==> src/rtl/fp_operand_queue.sv <==
// Operand queue in front of add_sub_main: buffers {a, b, op} with per-operand
// IEEE-754 class bits and a wrapping sequence tag, strict FIFO order.
module fp_operand_queue #(
    parameter int WIDTH = 32,
    parameter int DEPTH = 4
) (
    input  logic                     clk,
    input  logic                     rst_n,
    input  logic                     flush,
    input  logic                     in_valid,
    output logic                     in_ready,
    input  logic [WIDTH-1:0]         in_a,
    input  logic [WIDTH-1:0]         in_b,
    input  logic                     in_op,
    output logic                     out_valid,
    input  logic                     out_ready,
    output logic [WIDTH-1:0]         a,
    output logic [WIDTH-1:0]         b,
    output logic                     operation_select,
    output logic [1:0]               class_a,
    output logic [1:0]               class_b,
    output logic [7:0]               tag,
    output logic [$clog2(DEPTH):0]   count
);

    localparam int AW = $clog2(DEPTH);
    localparam int CW = AW + 1;

    typedef struct packed {
        logic [WIDTH-1:0] a;
        logic [WIDTH-1:0] b;
        logic             op;
        logic [1:0]       ca;
        logic [1:0]       cb;
        logic [7:0]       tag;
    } entry_t;

    // Sign is not part of the magnitude passed in, so +/- forms classify alike.
    function automatic logic [1:0] f_class(input logic [WIDTH-2:0] mag);
        logic [7:0]       exp_f;
        logic [WIDTH-10:0] mant_f;
        exp_f  = mag[WIDTH-2 -: 8];
        mant_f = mag[WIDTH-10:0];
        if (exp_f == 8'hFF && mant_f != '0)
            f_class = 2'b11;
        else if (exp_f == 8'hFF)
            f_class = 2'b10;
        else if (exp_f == 8'h00 && mant_f == '0)
            f_class = 2'b01;
        else
            f_class = 2'b00;
    endfunction

    entry_t          r_mem [DEPTH];
    logic [AW-1:0]   r_wr_ptr;
    logic [AW-1:0]   r_rd_ptr;
    logic [CW-1:0]   r_count;
    logic [7:0]      r_tag_cnt;

    logic            w_push;
    logic            w_pop;
    entry_t          w_entry;
    entry_t          w_head;

    assign in_ready  = (r_count < CW'(DEPTH));
    assign out_valid = (r_count != '0);
    assign count     = r_count;

    assign w_push = in_valid && in_ready;
    assign w_pop  = out_valid && out_ready;

    always_comb begin
        w_entry     = '0;
        w_entry.a   = in_a;
        w_entry.b   = in_b;
        w_entry.op  = in_op;
        w_entry.ca  = f_class(in_a[WIDTH-2:0]);
        w_entry.cb  = f_class(in_b[WIDTH-2:0]);
        w_entry.tag = r_tag_cnt;
    end

    // Storage is not reset; the empty-gated head mux hides stale contents.
    always_ff @(posedge clk) begin
        if (w_push && !flush)
            r_mem[r_wr_ptr] <= w_entry;
    end

    always_ff @(posedge clk or negedge rst_n) begin
        if (!rst_n) begin
            r_wr_ptr  <= '0;
            r_rd_ptr  <= '0;
            r_count   <= '0;
            r_tag_cnt <= '0;
        end else if (flush) begin
            r_wr_ptr  <= '0;
            r_rd_ptr  <= '0;
            r_count   <= '0;
        end else begin
            if (w_push) begin
                r_wr_ptr  <= r_wr_ptr + AW'(1);
                r_tag_cnt <= r_tag_cnt + 8'd1;
            end
            if (w_pop)
                r_rd_ptr <= r_rd_ptr + AW'(1);
            if (w_push && !w_pop)
                r_count <= r_count + CW'(1);
            else if (w_pop && !w_push)
                r_count <= r_count - CW'(1);
        end
    end

    always_comb begin
        w_head = '0;
        if (out_valid)
            w_head = r_mem[r_rd_ptr];
    end

    assign a                = w_head.a;
    assign b                = w_head.b;
    assign operation_select = w_head.op;
    assign class_a          = w_head.ca;
    assign class_b          = w_head.cb;
    assign tag              = w_head.tag;

endmodule
==> config.mk <==
export PLATFORM = sky130hd
export DESIGN_NAME = fp_operand_queue
export DESIGN_NICKNAME = d
export VERILOG_FILES = /design/src/rtl/fp_operand_queue.sv
export SDC_FILE = /design/constraint.sdc
export NUM_CORES = 1
export LEC_CHECK = 0
export CAP_MARGIN = 20
export CORE_ASPECT_RATIO = 0.9
export CORE_MARGIN = 2
export CORE_UTILIZATION = 63
export DETAILED_ROUTE_END_ITERATION = 6
export DONT_BUFFER_PORTS = 1
export GPL_TIMING_DRIVEN = 0
export PLACE_DENSITY = 0.79
export SLEW_MARGIN = 20
export SYNTH_ARGS = -nofsm -noshare
export SYNTH_HDL_FRONTEND = slang
export SYNTH_SLANG_ARGS = --single-unit
==> constraint.sdc <==
create_clock -name clk -period 3.5 [get_ports clk]
set_input_delay 0.525 -clock clk [delete_from_list [all_inputs] [get_ports clk]]
set_output_delay 0.525 -clock clk [all_outputs]
set_load 0.01 [all_outputs]
* After elaboration in Yosys (flattened, before gate mapping)
Memories as Yosys holds them, arrays and structs flattened.
Index checks and enable logic that the tools add are counted.
** Word-level totals
- Bits in registers :: 15
- Latch bits :: 0
- Memory bits (writable) :: 308
- ROM bits :: 0
- Input bits :: 70
- Output and inout port bits :: 82
- Logic and storage cells :: 53
- Memories kept :: 1
** Operators by class
- Add/subtract/negate cells :: 5
- Multiply operators :: 0
- Div/mod/pow operators :: 0
- Magnitude comparators :: 1
- Equal/unequal tests :: 2
- Shift operators :: 0
- Multiplexer cells :: 16
- Bitwise gates (word level) :: 1
- Reductions and logical operators :: 23
** Memories
- r_mem :: depth 4, width 77, read ports 1, clocked after memory_dff 0, wr ports 1, line 54 : entry_t r_mem [DEPTH];
** Operators by type and width (count)
- $mux W77 :: 1
- $logic_not A23 Y1 :: 2
- $reduce_bool A23 Y1 :: 2
- $eq A8 B8 Y1 const B :: 2
- $logic_not A8 Y1 :: 2
- $mux W2 :: 8
- $logic_and A1 B1 Y1 :: 9
- $mux W3 :: 3
- $add A8 B1 Y8 const B :: 1
- $reduce_bool A3 Y1 :: 2
- $add A2 B1 Y2 const B :: 2
- $mux W1 :: 4
- $reduce_bool A2 Y1 :: 2
- $add A3 B1 Y3 const B :: 1
- $logic_not A1 Y1 :: 3
- $lt A3 B3 Y1 const B :: 1
- $sub A3 B1 Y3 const B :: 1
- $reduce_and A2 Y1 :: 1
- $not A1 Y1 :: 1

* Logic depth before layout (Yosys ltp)
Gate-level depths: netlist (run 1).
- Depth after elaboration :: 7
- Gate-level depth with buffers :: 6
- Depth with buffers taken out :: 6

* Worst setup path before layout (run 1)
No wires, ideal clock.
- Path kind :: input to register
- Start :: input flush
- End :: memory r_mem[0][0] (netlist name), enable pin
- Library setup time :: 0.444 ns
- Arrival time :: 2.950 ns
- Required time :: 3.056 ns
- Slack :: 0.105 ns
- Stages on the path :: 4
- Buffers on the path :: 2
- Cell sequence :: clkbuf_1 nor3b_1 buf_2 and2_1
** On the way
- Cells in the longest elaborated chain, start to end :: 4
** RTL lines
- start: declaration :: line 9 : input logic flush,
- $logic_not A1 Y1 :: line 84 : if (w_push && !flush)
- $logic_and A1 B1 Y1 :: line 84
- $mux W1 :: line 84
- $mux W1 (not written as such) :: line 85 : r_mem[r_wr_ptr] <= w_entry;
- end: declaration :: line 54
No other way between the ends.

* Final worst setup path (run 1)
- Start :: register r_count[2] (netlist: count[2])
- End :: output b[3]
** On the way
- Cells in the longest elaborated chain, start to end :: 2
** RTL lines
- start: declaration :: line 57 : logic [CW-1:0] r_count;
- start signal: assignment :: line 106 : r_count <= r_count + CW'(1);
- start signal: assignment :: line 108 : r_count <= r_count - CW'(1);
- $reduce_bool A3 Y1 :: line 66 : assign out_valid = (r_count != '0);
- $mux W77 :: line 114 : if (out_valid)
- end: declaration :: line 18 : output logic [WIDTH-1:0] b,
No other way between the ends.

==> results.py, run 1 <==
metrics = {
    "min_path": {
        "hp-class": "input pin to flip-flop",
    },
    "placement": {
        "dp_slack_ns": 0.710,
        "port-buffer-count": 0,
        "gp_congestion": 0.784,
        "placedCellCount": 855,
        "dp_hpwl_microns": 14800,
        "dpl_cell_area_sq_mm": 0.0130,
    },
    "finish": {
        "antenna_cells": 0,
        "area_delta_synth_final_pct": 11.9,
        "nFillCells": 1140,
        "final_area_sq_mm": 0.0141,
        "finalNonFillerCells": 911,
        "final_nets": 709,
        "drive_gt1_share_pct": 23.2,
        "regArea_sq_mm": 0.00962,
        "multi_input_area_sq_mm": 0.00280,
    },
    "clock_tree": {
        "clock_latency_ns": 0.54,
        "cts-buffers-inserted": 30,
        "clock_sinks": 323,
        "path_clk_slew_ns": 0.06,
        "cts_max_path_buffers": 3,
        "cts_tree": "yes",
        "h-tree-depth": 1,
        "clock-root-buffer": "clkbuf_16",
        "cts_resized": 0,
    },
    "sta": {
        "finalSetupTns_ns": 0,
        "period_share_pct": 81.8,
        "finalClockSkew_ns": 0.00720,
        "fin_ws_ns": 0.636,
        "drv_slew": 0,
        "max_freq_mhz": 349,
        "hold_viol": 0,
        "max_slew.worst_pin.slew_ns": 0.730,
        "maxSlewHeadroom_pct": 51.3,
        "setup_violations": 0,
        "rsz0062_at_grt": "no",
        "post-route-min-period_ns": 2.86,
    },
    "global_route": {
        "grt_use_met1_pct": 31.4,
        "antenna_found_initial": 0,
        "grt_max_degree": 46,
        "grt_pass1_wl_microns": 36800,
        "grt_util_met3_pct": 6.33,
        "grt-busiest-layer": "met2",
        "overflow": 0,
        "grtUsageTotal_pct": 22.8,
        "grt_pass1_vias": 6187,
        "use_met2_pct": 37.2,
    },
    "run": {
        "drv_cap": 0,
    },
    "setup_path": {
        "crit_path_start_kind": "flip-flop",
        "cp_max_fo": 10,
        "crit_path_top_delay_cell": "dfrtp_1",
        "cp-end-kind": "output port",
        "path_class": "flip-flop to output port",
        "crit_path_max_incr_delay_ns": 0.59,
        "crit_arrival_ns": 2.34,
        "crit_chain": "or3_1, buf_2, buf_2, buf_2, and2_1",
        "cpMostUsedCell": "buf_2",
        "worstPathRequired_ns": 2.97,
    },
    "floorplanning": {
        "die_x_microns": 153,
        "die_y_microns": 138,
        "dieArea_sq_mm": 0.0211,
        "std_cell_rows": 49,
        "pin_count": 152,
        "start_util_pct": 63.6,
        "core_region_area_sq_mm": 0.0198,
    },
    "synth": {
        "synth_top_area_share_pct": 73.4,
        "yosysSeqAreaShare_pct": 76.4,
        "syn_inst": 596,
        "ys_ff_latch": 323,
        "synth.area.top_cells": "edfxtp_1 73%, mux4_2 14%, and2_1 4.1%",
        "synthesis.area_sq_mm": 0.0126,
        "syn-num-nets": 672,
        "synth.avg_cell_area_sq_um": 21.1,
        "yosysWarnings": 0,
        "yosysTopAreaCell": "edfxtp_1",
        "ys_types": 32,
    },
    "drt": {
        "wl_per_cell_microns": 25.9,
        "drc": 0,
        "drtIter0Drc": 463,
        "ant_nets": 0,
        "first_pass_iters": 5,
        "routed-via-count": 5756,
        "avgViaCountPerCell": 6.32,
        "wl_microns": 23600,
    },
    "pwr": {
        "p_total_mw": 10.6,
        "p_leak_nw": 4.47,
        "ir_drop_mv": 0.741,
        "p_per_area_mw_per_mm2": 749,
    },
    "run_status": {
        "outcome": "finished, final reports clean",
    },
}
## path summary, 6_finish.rpt
path,start,to,slack [ns],depth (start not counted)
setup / recovery,count[2],b[3],0.64,5
hold reg to reg,r_tag_cnt[7],r_tag_cnt[7],0.55,1
max in group asynchronous,rst_n,r_tag_cnt[0],2.58,1
min in group asynchronous,rst_n,count[2],0.48,1
setup reg to reg,count[2],r_mem[0][44],0.90,4
hold / removal,in_a[22],r_mem[3][67],0.07,0
## layout by cell type, fill, tap and decap left out, types with 2 or more instances in the layout
cell,n
buf_2,14
edfxtp_1,308
nor3_1,3
nand4_1,9
o31ai_1,2
a21oi_1,3
clkinv_2,4
inv_1,5
and2_1,79
clkbuf_16,31
dfrtp_1,15
and2_4,4
bufinv_16,4
xor2_1,4
mux4_2,77
clkbuf_8,9
xnor2_1,7
nand2_1,8
buf_16,2
o21ai_0,2
clkbuf_1,16
buf_12,3
nor4_1,14
and3_1,2
nor2_1,10
clkinv_1,3
ha_1,5
## cells in the mapped netlist
library cell / number
and2_1: 83
nor2_1: 10
nor2b_1: 1
o31ai_1: 2
nand3b_1: 1
o31ai_4: 1
buf_2: 14
xor2_1: 4
nand4_1: 9
xnor2_1: 7
nor4b_1: 1
clkbuf_1: 12
dfrtp_1: 15
and3_1: 2
buf_8: 1
ha_1: 5
o21ai_0: 2
nor4_1: 14
buf_6: 1
buf_12: 1
or3_1: 1
mux2_2: 1
fa_1: 1
nand2_1: 8
nor3_1: 3
nand3_1: 1
inv_1: 5
edfxtp_1: 308
nor3b_1: 1
a21oi_1: 3
a211oi_1: 1
mux4_2: 77
## metrics by stage
| stage | hold slack (ns) | util (%) |
|---|---|---|
| after floorplan | 0.229 | - |
| after global placement | 0.230 | 65.2 |
| after detailed placement | 0.230 | 65.8 |
| after CTS | 0.0533 | 71.2 |
| after global routing | 0.0486 | 71.2 |
| final | 0.0739 | 71.2 |
## metal layers
layer / wire length, microns / up-vias
met2: 11900 / 230
li1: - / 2483
met3: 2020 / 37
met1: 9200 / 3006
met4: 452 / 0
met5: 0 / -
## area by class of cell
type / count / area share, %
clock inverters: 11 / 1.07
flip-flops and latches: 323 / 68.3
plain buffers: 29 / 1.14
well taps: 255 / 2.26
multi-input cells: 239 / 19.9
clock buffers: 44 / 6.49
repair buffers: 5 / 0.746
inverters: 5 / 0.133
## state kept, by name (all words and copies together), names as in the netlist
signal and flops:
r_mem 308, r_tag_cnt 8, count 3, r_rd_ptr 2
r_wr_ptr 2
## critical path: cells and delay by family, from the launching register on
family	cells	cell delay (ns)
buf+inv	3	0.79
flops	1	0.59
simple gates	2	0.40
## power breakdown
part           total (mW)  internal, mW  switching [mW]
logic                2.44          1.04            1.40
clock network        3.42          2.09            1.33
registers            4.70          4.55           0.151
## logic make-up after synthesis
family,share of synthesized area (%)
and+or+nand+nor,6.35
buffers and inverters,1.43
AOI/OAI and AO/OA,0.546
xor gates and xnor gates,0.765
DFF,76.4
muxes,13.9
adders and majority gates,0.656
## timing repair
action,4_1_cts,5_1_grt
buffers inserted,0,0
hold buffers,1,0
endpoints found under the hold margin,15,0
(Power assumes the default switching activity.)
==> inputs of run 2 (changes only) <==
Settings changed: CORE_UTILIZATION 63 to 57, PLACE_DENSITY 0.79 to 0.75.
Clock period 3.5 ns to 2.35 ns, I/O delays scaled along.
==> results.py, run 2 (synthesis gave the netlist of run 1 again) <==
metrics = {
    "run_status": {
        "outcome": "finished with violations",
        "violations": "setup timing",
    },
    "clock_tree": {
        "h-tree-depth": 1,
        "path_clk_slew_ns": 0.07,
        "clock-root-buffer": "clkbuf_16",
        "cts_tree": "yes",
        "clock_sinks": 323,
        "clock_latency_ns": 0.54,
        "cts-buffers-inserted": 31,
        "cts_max_path_buffers": 3,
    },
    "setup_path": {
        "r2r-start": "count[2]",
        "worstPathRequired_ns": 2.00,
        "crit_path_start_kind": "flip-flop",
        "path_class": "flip-flop to output port",
        "crit_arrival_ns": 2.05,
        "cp_max_fo": 7,
        "reg2reg_to": "r_mem[0][34]",
        "rr_worst_depth": 4,
        "startpoint": "r_rd_ptr[0]",
        "reg2reg_slack_ns": 0.10,
        "cp-end-kind": "output port",
    },
    "sta": {
        "rsz0062_at_grt": "yes",
        "finalSetupTns_ns": -0.757,
        "setup_violations": 39,
        "fin_ws_ns": -0.0528,
        "hold_viol": 0,
        "period_share_pct": 102,
        "holdWs_ns": 0.0498,
        "max_slew.worst_pin.slew_ns": 0.727,
        "finalClockSkew_ns": 0.00958,
        "max_freq_mhz": 416,
        "drv_slew": 0,
        "maxSlewHeadroom_pct": 51.5,
        "post-route-min-period_ns": 2.40,
    },
    "drt": {
        "drtIter0Drc": 633,
        "drc": 0,
        "wl_microns": 26600,
        "ant_nets": 0,
        "avgViaCountPerCell": 6.05,
        "routed-via-count": 6171,
        "wl_per_cell_microns": 26.1,
        "first_pass_iters": 5,
    },
    "pwr": {
        "ir_drop_mv": 0.709,
        "p_per_area_mw_per_mm2": 1100,
        "p_leak_nw": 4.94,
    },
    "floorplanning": {
        "std_cell_rows": 51,
        "pin_count": 152,
        "core_region_area_sq_mm": 0.0217,
        "dieArea_sq_mm": 0.0233,
        "die_x_microns": 161,
        "die_y_microns": 145,
        "start_util_pct": 58.1,
    },
    "global_route": {
        "grt_max_degree": 47,
        "antenna_found_initial": 2,
        "grtUsageTotal_pct": 22.4,
        "grt_pass1_wl_microns": 39400,
        "overflow": 0,
        "grt_pass1_vias": 6564,
    },
    "finish": {
        "final_cell_mix": "308 x edfxtp_1, 77 x mux4_2, 67 x dlygate4sd3_1, 52 x and2_4, 34 x clkbuf_16",
        "drive_gt1_share_pct": 31.0,
        "final_nets": 785,
        "top_register": "r_mem",
        "largest_register_ffs": 308,
        "final_common_cell": "edfxtp_1",
        "area_delta_synth_final_pct": 20.3,
        "finalNonFillerCells": 1020,
    },
    "placement": {
        "dp_slack_ns": -0.0873,
        "gp_congestion": 0.741,
        "dp_hpwl_microns": 15700,
        "placedCellCount": 892,
        "port-buffer-count": 0,
    },
    "min_path": {
        "min_to": "count[2]",
        "hp-class": "input pin to flip-flop",
        "min_from": "in_valid",
        "min_path_cells": 3,
    },
    "run": {
        "drv_cap": 0,
    },
}
-- run 2: cell count changes in the layout (fill, tap and decap cells not counted), moves of 4 or more --
cell and change:
dlygate4sd3_1 +66, clkinv_2 +6, buf_2 -13, and2_2 +4, and2_1 -50, buf_4 +4
clkbuf_2 +5, buf_12 +9, clkbuf_8 -5, buf_6 +5, and2_4 +48, clkbuf_1 -12
-- run 2: what timing repair did --
item | in CTS | in global routing
cloned | 0 | 5
resized for setup | 95 | 23
setup buffers | 3 | 1
hold endpoints to repair | 276 | 0
endpoints found under the setup margin | 211 | 114
pin swaps | 5 | 20
hold buffers | 67 | 0
-- run 2: through the flow --
| step | area, sq um | util, % | total power [mW] |
|---|---|---|---|
| 2_1_floorplan | 12600 | - | 9.91 |
| 3_3_place_gp | 13000 | 59.8 | 10.7 |
| 3_5_place_dp | 13100 | 60.2 | 10.9 |
| 4_1_cts | 15000 | 69.2 | 16.4 |
| 5_1_grt | 15200 | 69.8 | 17.3 |
| 6_report | 15200 | 69.8 | 16.7 |
-- run 2: routing by layer --
metal	part of all wire [%]	track usage (%)	vias up	routed length, microns
li1	-	-	2642	-
met1	40	30.6	3252	10600
met2	51	37.6	234	13500
met3	7.0	4.63	43	1850
met4	2.4	5.89	0	638
met5	0	0	-	0
-- run 2: cell type report --
type	count	area [sq um]
antenna	1	2.50
buffer	28	322
clock buffer	37	828
clock inverter	15	148
fill	1379	6540
inverter	5	18.8
multi-input combinational	241	2950
sequential	323	9630
tap	291	364
timing repair buffer	79	892
-- run 2: report_power, final --
part / leakage, nW / total, mW / switching [mW] / internal [mW]
logic: 1.46 / 4.88 / 2.39 / 2.50
registers: 2.99 / 7.02 / 0.237 / 6.78
clock network: 0.492 / 4.77 / 1.96 / 2.81
total: 4.94 / 16.7 / 4.59 / 12.1
-- run 2: worst max path at each step --
stage	end	slack [ns]	depth (start not counted)
floorplan	r_mem[0][0]	-0.02	3
global placement	r_mem[1][46]	-0.87	4
detailed placement	r_mem[3][46]	-0.09	4
CTS	b[3]	-0.07	5
global route	b[30]	-0.11	5
finish	b[26]	-0.05	5
-- run 2: critical path, stage by stage (launching register included) --
cell and delay (ns):
dfrtp_1 0.38, buf_12 0.16, buf_12 0.13, buf_12 0.14, mux4_2 0.51, and2_4 0.17
